==> src/rtl/mts_sysref_gate_ctrl.sv <==
// -----------------------------------------------------------------------------
// mts_sysref_gate_ctrl
//
// Gates the PL-synchronised SYSREF towards the RFDC for multi-tile sync. When
// software arms it, the block first checks that SYSREF is stable: NUM_QUAL
// consecutive periods must match the first measured period. It then forwards
// exactly num_pulses whole SYSREF pulses and closes the gate again, so SYSREF is
// off during normal operation.
//
// Ports
//   pl_clk        fabric clock, all logic on its rising edge
//   rst           synchronous active-high reset
//   sysref_in     SYSREF already synchronised to pl_clk
//   arm           single-cycle start request (ignored when num_pulses == 0)
//   abort         single-cycle abort request, has priority over arm
//   num_pulses    number of pulses to forward, sampled on an accepted arm
//   sysref_gated  registered gated SYSREF towards the RFDC (1 cycle latency)
//   busy          high while qualifying, waiting for the first edge or passing
//   done          high while in DONE
//   err           high while in ERROR
//   ref_period    reference period captured during qualification
//   pulse_cnt     pulses forwarded in the current run
// -----------------------------------------------------------------------------
module mts_sysref_gate_ctrl #(
  parameter int unsigned PERIOD_W   = 16,
  parameter int unsigned NUM_QUAL   = 4,
  parameter int unsigned PERIOD_TOL = 0,
  parameter int unsigned PASS_W     = 8
) (
  input  logic                pl_clk,
  input  logic                rst,
  input  logic                sysref_in,
  input  logic                arm,
  input  logic                abort,
  input  logic [PASS_W-1:0]   num_pulses,
  output logic                sysref_gated,
  output logic                busy,
  output logic                done,
  output logic                err,
  output logic [PERIOD_W-1:0] ref_period,
  output logic [PASS_W-1:0]   pulse_cnt
);

  localparam int unsigned QUAL_W = (NUM_QUAL < 32'd2) ? 32'd1 : $clog2(NUM_QUAL + 32'd1);
  localparam logic [QUAL_W-1:0]   QUAL_LAST = QUAL_W'(NUM_QUAL - 32'd1);
  localparam logic [QUAL_W-1:0]   QUAL_ONE  = QUAL_W'(1'b1);
  localparam logic [PERIOD_W-1:0] CNT_ONE   = PERIOD_W'(1'b1);
  localparam logic [PASS_W-1:0]   PASS_ONE  = PASS_W'(1'b1);

  typedef enum logic [2:0] {
    ST_IDLE      = 3'd0,
    ST_QUALIFY   = 3'd1,
    ST_WAIT_EDGE = 3'd2,
    ST_PASS      = 3'd3,
    ST_DONE      = 3'd4,
    ST_ERROR     = 3'd5
  } state_t;

  state_t                state_r;
  state_t                state_nxt_s;
  logic                  sysref_d_r;
  logic                  rise_s;
  logic                  fall_s;
  logic [PERIOD_W-1:0]   period_cnt_r;
  logic                  cnt_sat_s;
  logic [PERIOD_W-1:0]   diff_s;
  logic                  match_s;
  logic                  arm_ok_s;
  logic                  open_s;
  logic [QUAL_W-1:0]     qual_cnt_r;
  logic                  seen_first_r;
  logic [PASS_W-1:0]     num_lat_r;
  logic [PASS_W-1:0]     pulse_cnt_r;
  logic [PERIOD_W-1:0]   ref_period_r;
  logic                  sysref_gated_r;
  logic                  busy_r;
  logic                  done_r;
  logic                  err_r;
  // datapath strobes decoded alongside the next state
  logic                  start_s;
  logic                  seen_set_s;
  logic                  cap_ref_s;
  logic                  qual_inc_s;
  logic                  pass_start_s;
  logic                  pulse_inc_s;

  assign rise_s    = sysref_in & ~sysref_d_r;
  assign fall_s    = ~sysref_in & sysref_d_r;
  assign cnt_sat_s = (period_cnt_r == {PERIOD_W{1'b1}});
  assign arm_ok_s  = arm & (num_pulses != {PASS_W{1'b0}});

  // Period match: absolute difference taken without wrap-around
  always_comb begin
    diff_s = {PERIOD_W{1'b0}};
    if (period_cnt_r >= ref_period_r) begin
      diff_s = period_cnt_r - ref_period_r;
    end else begin
      diff_s = ref_period_r - period_cnt_r;
    end
    match_s = (32'(diff_s) <= 32'(PERIOD_TOL));
  end

  // Gate opens on the matching first edge in WAIT_EDGE so that pulse is forwarded whole
  assign open_s = (state_r == ST_PASS) | ((state_r == ST_WAIT_EDGE) & rise_s & match_s);

  // Next-state and datapath strobe decode
  always_comb begin
    state_nxt_s  = state_r;
    start_s      = 1'b0;
    seen_set_s   = 1'b0;
    cap_ref_s    = 1'b0;
    qual_inc_s   = 1'b0;
    pass_start_s = 1'b0;
    pulse_inc_s  = 1'b0;
    if (abort) begin
      state_nxt_s = ST_IDLE;
    end else begin
      case (state_r)
        ST_IDLE, ST_DONE, ST_ERROR: begin
          if (arm_ok_s) begin
            state_nxt_s = ST_QUALIFY;
            start_s     = 1'b1;
          end else begin
            state_nxt_s = state_r;
          end
        end
        ST_QUALIFY: begin
          if (cnt_sat_s) begin
            state_nxt_s = ST_ERROR;
          end else if (rise_s & ~seen_first_r) begin
            // first edge only starts the period timer
            seen_set_s = 1'b1;
          end else if (rise_s) begin
            // the first measurement becomes the reference and always counts
            if ((qual_cnt_r == {QUAL_W{1'b0}}) | match_s) begin
              cap_ref_s  = (qual_cnt_r == {QUAL_W{1'b0}});
              qual_inc_s = 1'b1;
              if (qual_cnt_r == QUAL_LAST) begin
                state_nxt_s = ST_WAIT_EDGE;
              end else begin
                state_nxt_s = ST_QUALIFY;
              end
            end else begin
              state_nxt_s = ST_ERROR;
            end
          end else begin
            state_nxt_s = ST_QUALIFY;
          end
        end
        ST_WAIT_EDGE: begin
          if (cnt_sat_s) begin
            state_nxt_s = ST_ERROR;
          end else if (rise_s & match_s) begin
            state_nxt_s  = ST_PASS;
            pass_start_s = 1'b1;
          end else if (rise_s) begin
            state_nxt_s = ST_ERROR;
          end else begin
            state_nxt_s = ST_WAIT_EDGE;
          end
        end
        ST_PASS: begin
          if (cnt_sat_s) begin
            state_nxt_s = ST_ERROR;
          end else if (rise_s & match_s) begin
            pulse_inc_s = 1'b1;
          end else if (rise_s) begin
            state_nxt_s = ST_ERROR;
          end else if (fall_s & (pulse_cnt_r == num_lat_r)) begin
            // the low cycle is not forwarded, so exactly N pulses leave the block
            state_nxt_s = ST_DONE;
          end else begin
            state_nxt_s = ST_PASS;
          end
        end
        default: begin
          state_nxt_s = ST_IDLE;
        end
      endcase
    end
  end

  // State register
  always_ff @(posedge pl_clk) begin
    if (rst) begin
      state_r <= ST_IDLE;
    end else begin
      state_r <= state_nxt_s;
    end
  end

  // Edge history, period timer, qualification and pulse bookkeeping, registered outputs
  always_ff @(posedge pl_clk) begin
    if (rst) begin
      sysref_d_r     <= 1'b0;
      period_cnt_r   <= {PERIOD_W{1'b0}};
      qual_cnt_r     <= {QUAL_W{1'b0}};
      seen_first_r   <= 1'b0;
      num_lat_r      <= {PASS_W{1'b0}};
      pulse_cnt_r    <= {PASS_W{1'b0}};
      ref_period_r   <= {PERIOD_W{1'b0}};
      sysref_gated_r <= 1'b0;
      busy_r         <= 1'b0;
      done_r         <= 1'b0;
      err_r          <= 1'b0;
    end else begin
      sysref_d_r <= sysref_in;
      // saturating timer; reaching all-ones means SYSREF went missing
      if (start_s) begin
        period_cnt_r <= {PERIOD_W{1'b0}};
      end else if (rise_s) begin
        period_cnt_r <= CNT_ONE;
      end else if (!cnt_sat_s) begin
        period_cnt_r <= period_cnt_r + CNT_ONE;
      end else begin
        period_cnt_r <= period_cnt_r;
      end
      if (start_s) begin
        qual_cnt_r   <= {QUAL_W{1'b0}};
        seen_first_r <= 1'b0;
        num_lat_r    <= num_pulses;
        ref_period_r <= {PERIOD_W{1'b0}};
        pulse_cnt_r  <= {PASS_W{1'b0}};
      end else begin
        if (seen_set_s) begin
          seen_first_r <= 1'b1;
        end
        if (qual_inc_s) begin
          qual_cnt_r <= qual_cnt_r + QUAL_ONE;
        end
        if (cap_ref_s) begin
          ref_period_r <= period_cnt_r;
        end
        if (pass_start_s) begin
          pulse_cnt_r <= PASS_ONE;
        end else if (pulse_inc_s) begin
          pulse_cnt_r <= pulse_cnt_r + PASS_ONE;
        end
      end
      sysref_gated_r <= sysref_in & open_s & ~abort;
      busy_r <= (state_nxt_s == ST_QUALIFY) | (state_nxt_s == ST_WAIT_EDGE) |
                (state_nxt_s == ST_PASS);
      done_r <= (state_nxt_s == ST_DONE);
      err_r  <= (state_nxt_s == ST_ERROR);
    end
  end

  assign sysref_gated = sysref_gated_r;
  assign busy         = busy_r;
  assign done         = done_r;
  assign err          = err_r;
  assign ref_period   = ref_period_r;
  assign pulse_cnt    = pulse_cnt_r;

endmodule

==> config.mk <==
export PLATFORM = sky130hd
export DESIGN_NAME = mts_sysref_gate_ctrl
export DESIGN_NICKNAME = d
export VERILOG_FILES = /design/src/rtl/mts_sysref_gate_ctrl.sv
export SDC_FILE = /design/constraint.sdc
export NUM_CORES = 1
export LEC_CHECK = 0
export CORE_ASPECT_RATIO = 0.8
export CORE_MARGIN = 1
export CORE_UTILIZATION = 32
export CTS_CLUSTER_SIZE = 40
export DETAILED_ROUTE_END_ITERATION = 10
export GPL_ROUTABILITY_DRIVEN = 0
export PLACE_DENSITY = 0.58
export REMOVE_ABC_BUFFERS = 1
export SLEW_MARGIN = 25
export SYNTH_ARGS = -nofsm -noshare
export SYNTH_HDL_FRONTEND = slang
export SYNTH_SLANG_ARGS = --single-unit
==> constraint.sdc <==
create_clock -name pl_clk -period 5 [get_ports pl_clk]
set_clock_uncertainty 0.05 [all_clocks]
set_input_delay 1 -clock pl_clk [delete_from_list [all_inputs] [get_ports pl_clk]]
set_output_delay 1 -clock pl_clk [all_outputs]
set_load 0.05 [all_outputs]
==> metrics.md <==
| Metric | Value |
|---|---|
| Largest net degree at the start of global routing | 25 |
| Synthesized netlist cell count | 598 |
| Post-Synth Adder-Cell Area | 9.96% |
| Initial Util | 33.0% |
| Ranking of synthesized cells by area | dfxtp_1 27%, ha_1 10%, a21oi_1 6.2% |
| Worst-path clk slew | 0.05 ns |
| Final WL | 12700 um |
| Drt via density | 5.44 |
| Top post-synthesis cells by count | 72 x nand2_1, 60 x dfxtp_1, 56 x a21oi_1, 56 x nor2_1, 41 x inv_1 |
| Area share of the largest cell type after synthesis | 26.6% |
| Flop pwr share | 41.3% |
| Rows | 38 |
| Switching Power | 0.295 mW |
| Synth Flop Type | dfxtp_1 |
| CP Launch Point | ref_period[4]$_SDFFE_PP0P_ |
| CP Capture Type | register |
| Average cell area after synthesis | 7.56 um^2 |
| CP bufs+invs | 1 |
| Post-synthesis register bit count | 60 |
| Multiplexer share of the synthesized area | 3.13% |
| Initial drt markers | 456 |
| Final hold violations | 0 |
| # Post-CTS Setup Buffers | 0 |
| Post-DR wirelength/cell | 15.7 um |
| Grt total ovfl | 0 |
| RSZ-0062 raised after global routing | no |
| R2R Path Start | ref_period[4]$_SDFFE_PP0P_ |
| Maximum VDD drop | 0.000183 V |
| Post-synthesis xor/xnor area fraction | 6.00% |
| Setup slack, reg-to-reg | 1.0 ns |
| Worst setup SP type | register |
| WP data arrival | 4.15 ns |
| Worst-path fanout max | 14 |
| Main combinational cell family by area after synthesis | simple AND/OR/NAND/NOR gates |
| Reg2reg path depth | 12 |
| Drt pass-1 iters | 5 |
| Die area | 0.0146 mm^2 |
| Antenna Cells | 0 |
| Post-CTS Resized | 0 |
| Pwr/cell area | 224 mW/mm^2 |
| Fill cell count | 1441 |
| Vias in the first global route | 4049 |
| Clock power frac | 47.6% |
| TritonCTS clock tree | yes |
| Fmax | 250 MHz |
| Seq. cell area | 0.00120 mm^2 |
| Hold Path Class | register to register |
| Slew HR | 53.9% |
| Max stage delay on crit path | 0.56 ns |
| Vias | 4395 |
| First-pass GRT wire length | 20700 um |
| Synthesis-to-finish area growth | 17.5% |
| Post-synth EDFFs | 0 |
| Syn. warnings | 0 |
| Slew @ Worst Pin | 0.686 ns |
| Initial antenna violation count | 0 |
| Asr flop ratio synth | 0% |
| Worst path cell trace | inv_1, ha_1, o211a_1, o31a_1, o211ai_1, and3_1, a211o_1, or4_4, a22oi_4, nand3_1, o21bai_2, nor2_1 |
| Reg-to-Reg End | pulse_cnt[3]$_SDFFE_PP0P_ |
| CTS buffer count | 9 |
| Post-synthesis sequential area ratio | 26.6% |
| Total negative slack | 0 ns |
| Synth area leader | dfxtp_1 |
| Antenna viol nets, final | 0 |
| Clock root cell | clkbuf_16 |
| # port buffers | 40 |
| Worst-Skew Late Latency | 0.33 ns |
| Remaining DRCs | 0 |
| GRT Total Usage | 18.0% |
| Final setup violation count | 0 |
| Fin nets | 673 |
| Static Leak | 2.14 nW |
| Final period util | 80.0% |
| Hpwl dp | 9810 um |
| Multi-input gate area | 0.00305 mm^2 |
| Data required time of the worst path | 5.15 ns |
| Tmin final | 4.00 ns |
| CP delay by family, top | compound AO/OA/AOI/OAI gates |
| Int Pwr | 0.897 mW |
| CORE AREA | 0.0137 mm^2 |
| Hold-fix buffers, CTS | 0 |
| Maximum clock path buffer count | 2 |
| Netlist cell types | 65 |
| Comb pwr share | 11.2% |
| Height of the die | 108 um |
| Ports | 41 |
| Mapped Area | 0.00452 mm^2 |
| H-tree Lvls | 3 |
| HP Start | ref_period[15]$_SDFFE_PP0P_ |
| WHS | 0.429 ns |
| Most common cell in the netlist | nand2_1 |
| Layout cells sized above 1 | 4.94% |
| Synth Area in Simple Gates | 25.0% |
| Number of max-cap violations | 0 |
| Die width | 135 um |
| Outcome | finished clean |
| Synth Area in Compound Gates | 23.3% |
| Final-report max-slew violation count | 0 |
| CP Class | register to register |
| Hold EP | ref_period[15]$_SDFFE_PP0P_ |
| Worst Hold Depth | 2 |
| Sw frac | 24.8% |
| CP max stage cell | ha_1 |
| Clock sink count | 60 |
## worst max path at each step
stage                                      to  slack [ns]  cells after the start
floorplan           pulse_cnt[1]$_SDFFE_PP0P_        1.36                     12
global placement    pulse_cnt[4]$_SDFFE_PP0P_        1.09                     12
detailed placement  pulse_cnt[4]$_SDFFE_PP0P_        1.06                     12
CTS                 pulse_cnt[3]$_SDFFE_PP0P_        1.01                     12
global route        pulse_cnt[3]$_SDFFE_PP0P_        0.76                     12
finish              pulse_cnt[3]$_SDFFE_PP0P_         1.0                     12
## registers in the layout, summed over array words and instances (netlist names)
signal,cells
busy,1
done,1
err,1
num_lat_r,8
period_cnt_r,16
pulse_cnt,8
qual_cnt_r,3
ref_period,16
seen_first_r,1
state_r,3
sysref_d_r,1
sysref_gated,1
## tightest hold or removal path, delay by kind of cell, from the launching register on
| kind | cells | cell delay, ns |
|---|---|---|
| simple gates | 1 | 0.06 |
| compound gates | 1 | 0.05 |
| flops | 1 | 0.32 |
## power by group through the flow
| stage | Sequential [mW] | Combinational, mW | Clock, mW |
|---|---|---|---|
| floorplan | 0.501 | 0.0885 | 0 |
| global route | 0.492 | 0.145 | 0.608 |
| global placement | 0.501 | 0.130 | 0 |
| finish | 0.492 | 0.133 | 0.567 |
| detailed placement | 0.501 | 0.130 | 0 |
| CTS | 0.491 | 0.131 | 0.584 |
## per-stage QoR
stage          worst slack, ns  instances  utilization (%)  power (mW)  area, um^2
6_report                 0.998        808             38.8        1.19        5320
3_3_place_gp              1.09        793             36.8       0.631        5040
3_5_place_dp              1.06        793             36.8       0.632        5040
5_1_grt                  0.764        808             38.8        1.24        5320
4_1_cts                   1.01        808             38.8        1.21        5320
2_1_floorplan             1.36        572                -       0.589        4410
## cell families (layout without fill, tap and decap cells)
family,after synthesis,after routing
fa+ha+maj,36,36
mux,14,14
simple gates,234,234
flops,60,60
compound gates,156,156
buf+inv,67,97
xor+xnor,31,31
## area by class of cell
cell class                      count  share of cell area, %
Clock buffer                       11                   4.75
Clock inverter                      4                  0.471
Inverter                           41                   2.89
Multi-Input combinational cell    471                   57.4
Sequential cell                    60                   22.6
Tap cell                          180                   4.24
Timing Repair Buffer               41                   7.67
## placed cells by master (no fill, tap or decap), types with 3 or more instances in the layout
cell type        synthesis  layout
a2111oi_0                3       3
a211o_1                  5       5
a211oi_1                12      12
a21boi_0                 3       3
a21o_1                   8       8
a21oi_1                 56      56
a311oi_1                 3       3
and2_1                   8       8
and3_1                  10      10
and4_1                   3       3
clkbuf_16                0       9
clkdlybuf4s50_1          0      40
dfxtp_1                 60      60
ha_1                    36      36
inv_1                   41      41
mux2i_1                 13      13
nand2_1                 72      72
nand2b_1                 9       9
nand3_1                 25      25
nand4_1                  7       7
nor2_1                  56      56
nor2b_1                  4       4
nor3_1                  15      15
nor4_1                   6       6
o2111ai_1                4       4
o211ai_1                 6       6
o21ai_0                 18      18
o221ai_1                 3       3
o22ai_1                  3       3
o31a_1                   3       3
or2_2                    3       3
or3_1                    5       5
xnor2_1                 12      12
xor2_1                  19      19
## metal layers
metal | GRT usage (%) | part of all wire [%] | up-vias | wire [um]
li1 | - | - | 2184 | -
met3 | 3.23 | 5.9 | 8 | 755
met2 | 27.1 | 43 | 139 | 5470
met4 | 5.78 | 0.90 | 0 | 114
met5 | 0 | 0 | - | 0
met1 | 25.8 | 50 | 2064 | 6380
No activity file was read; power rests on OpenSTA's default activity.
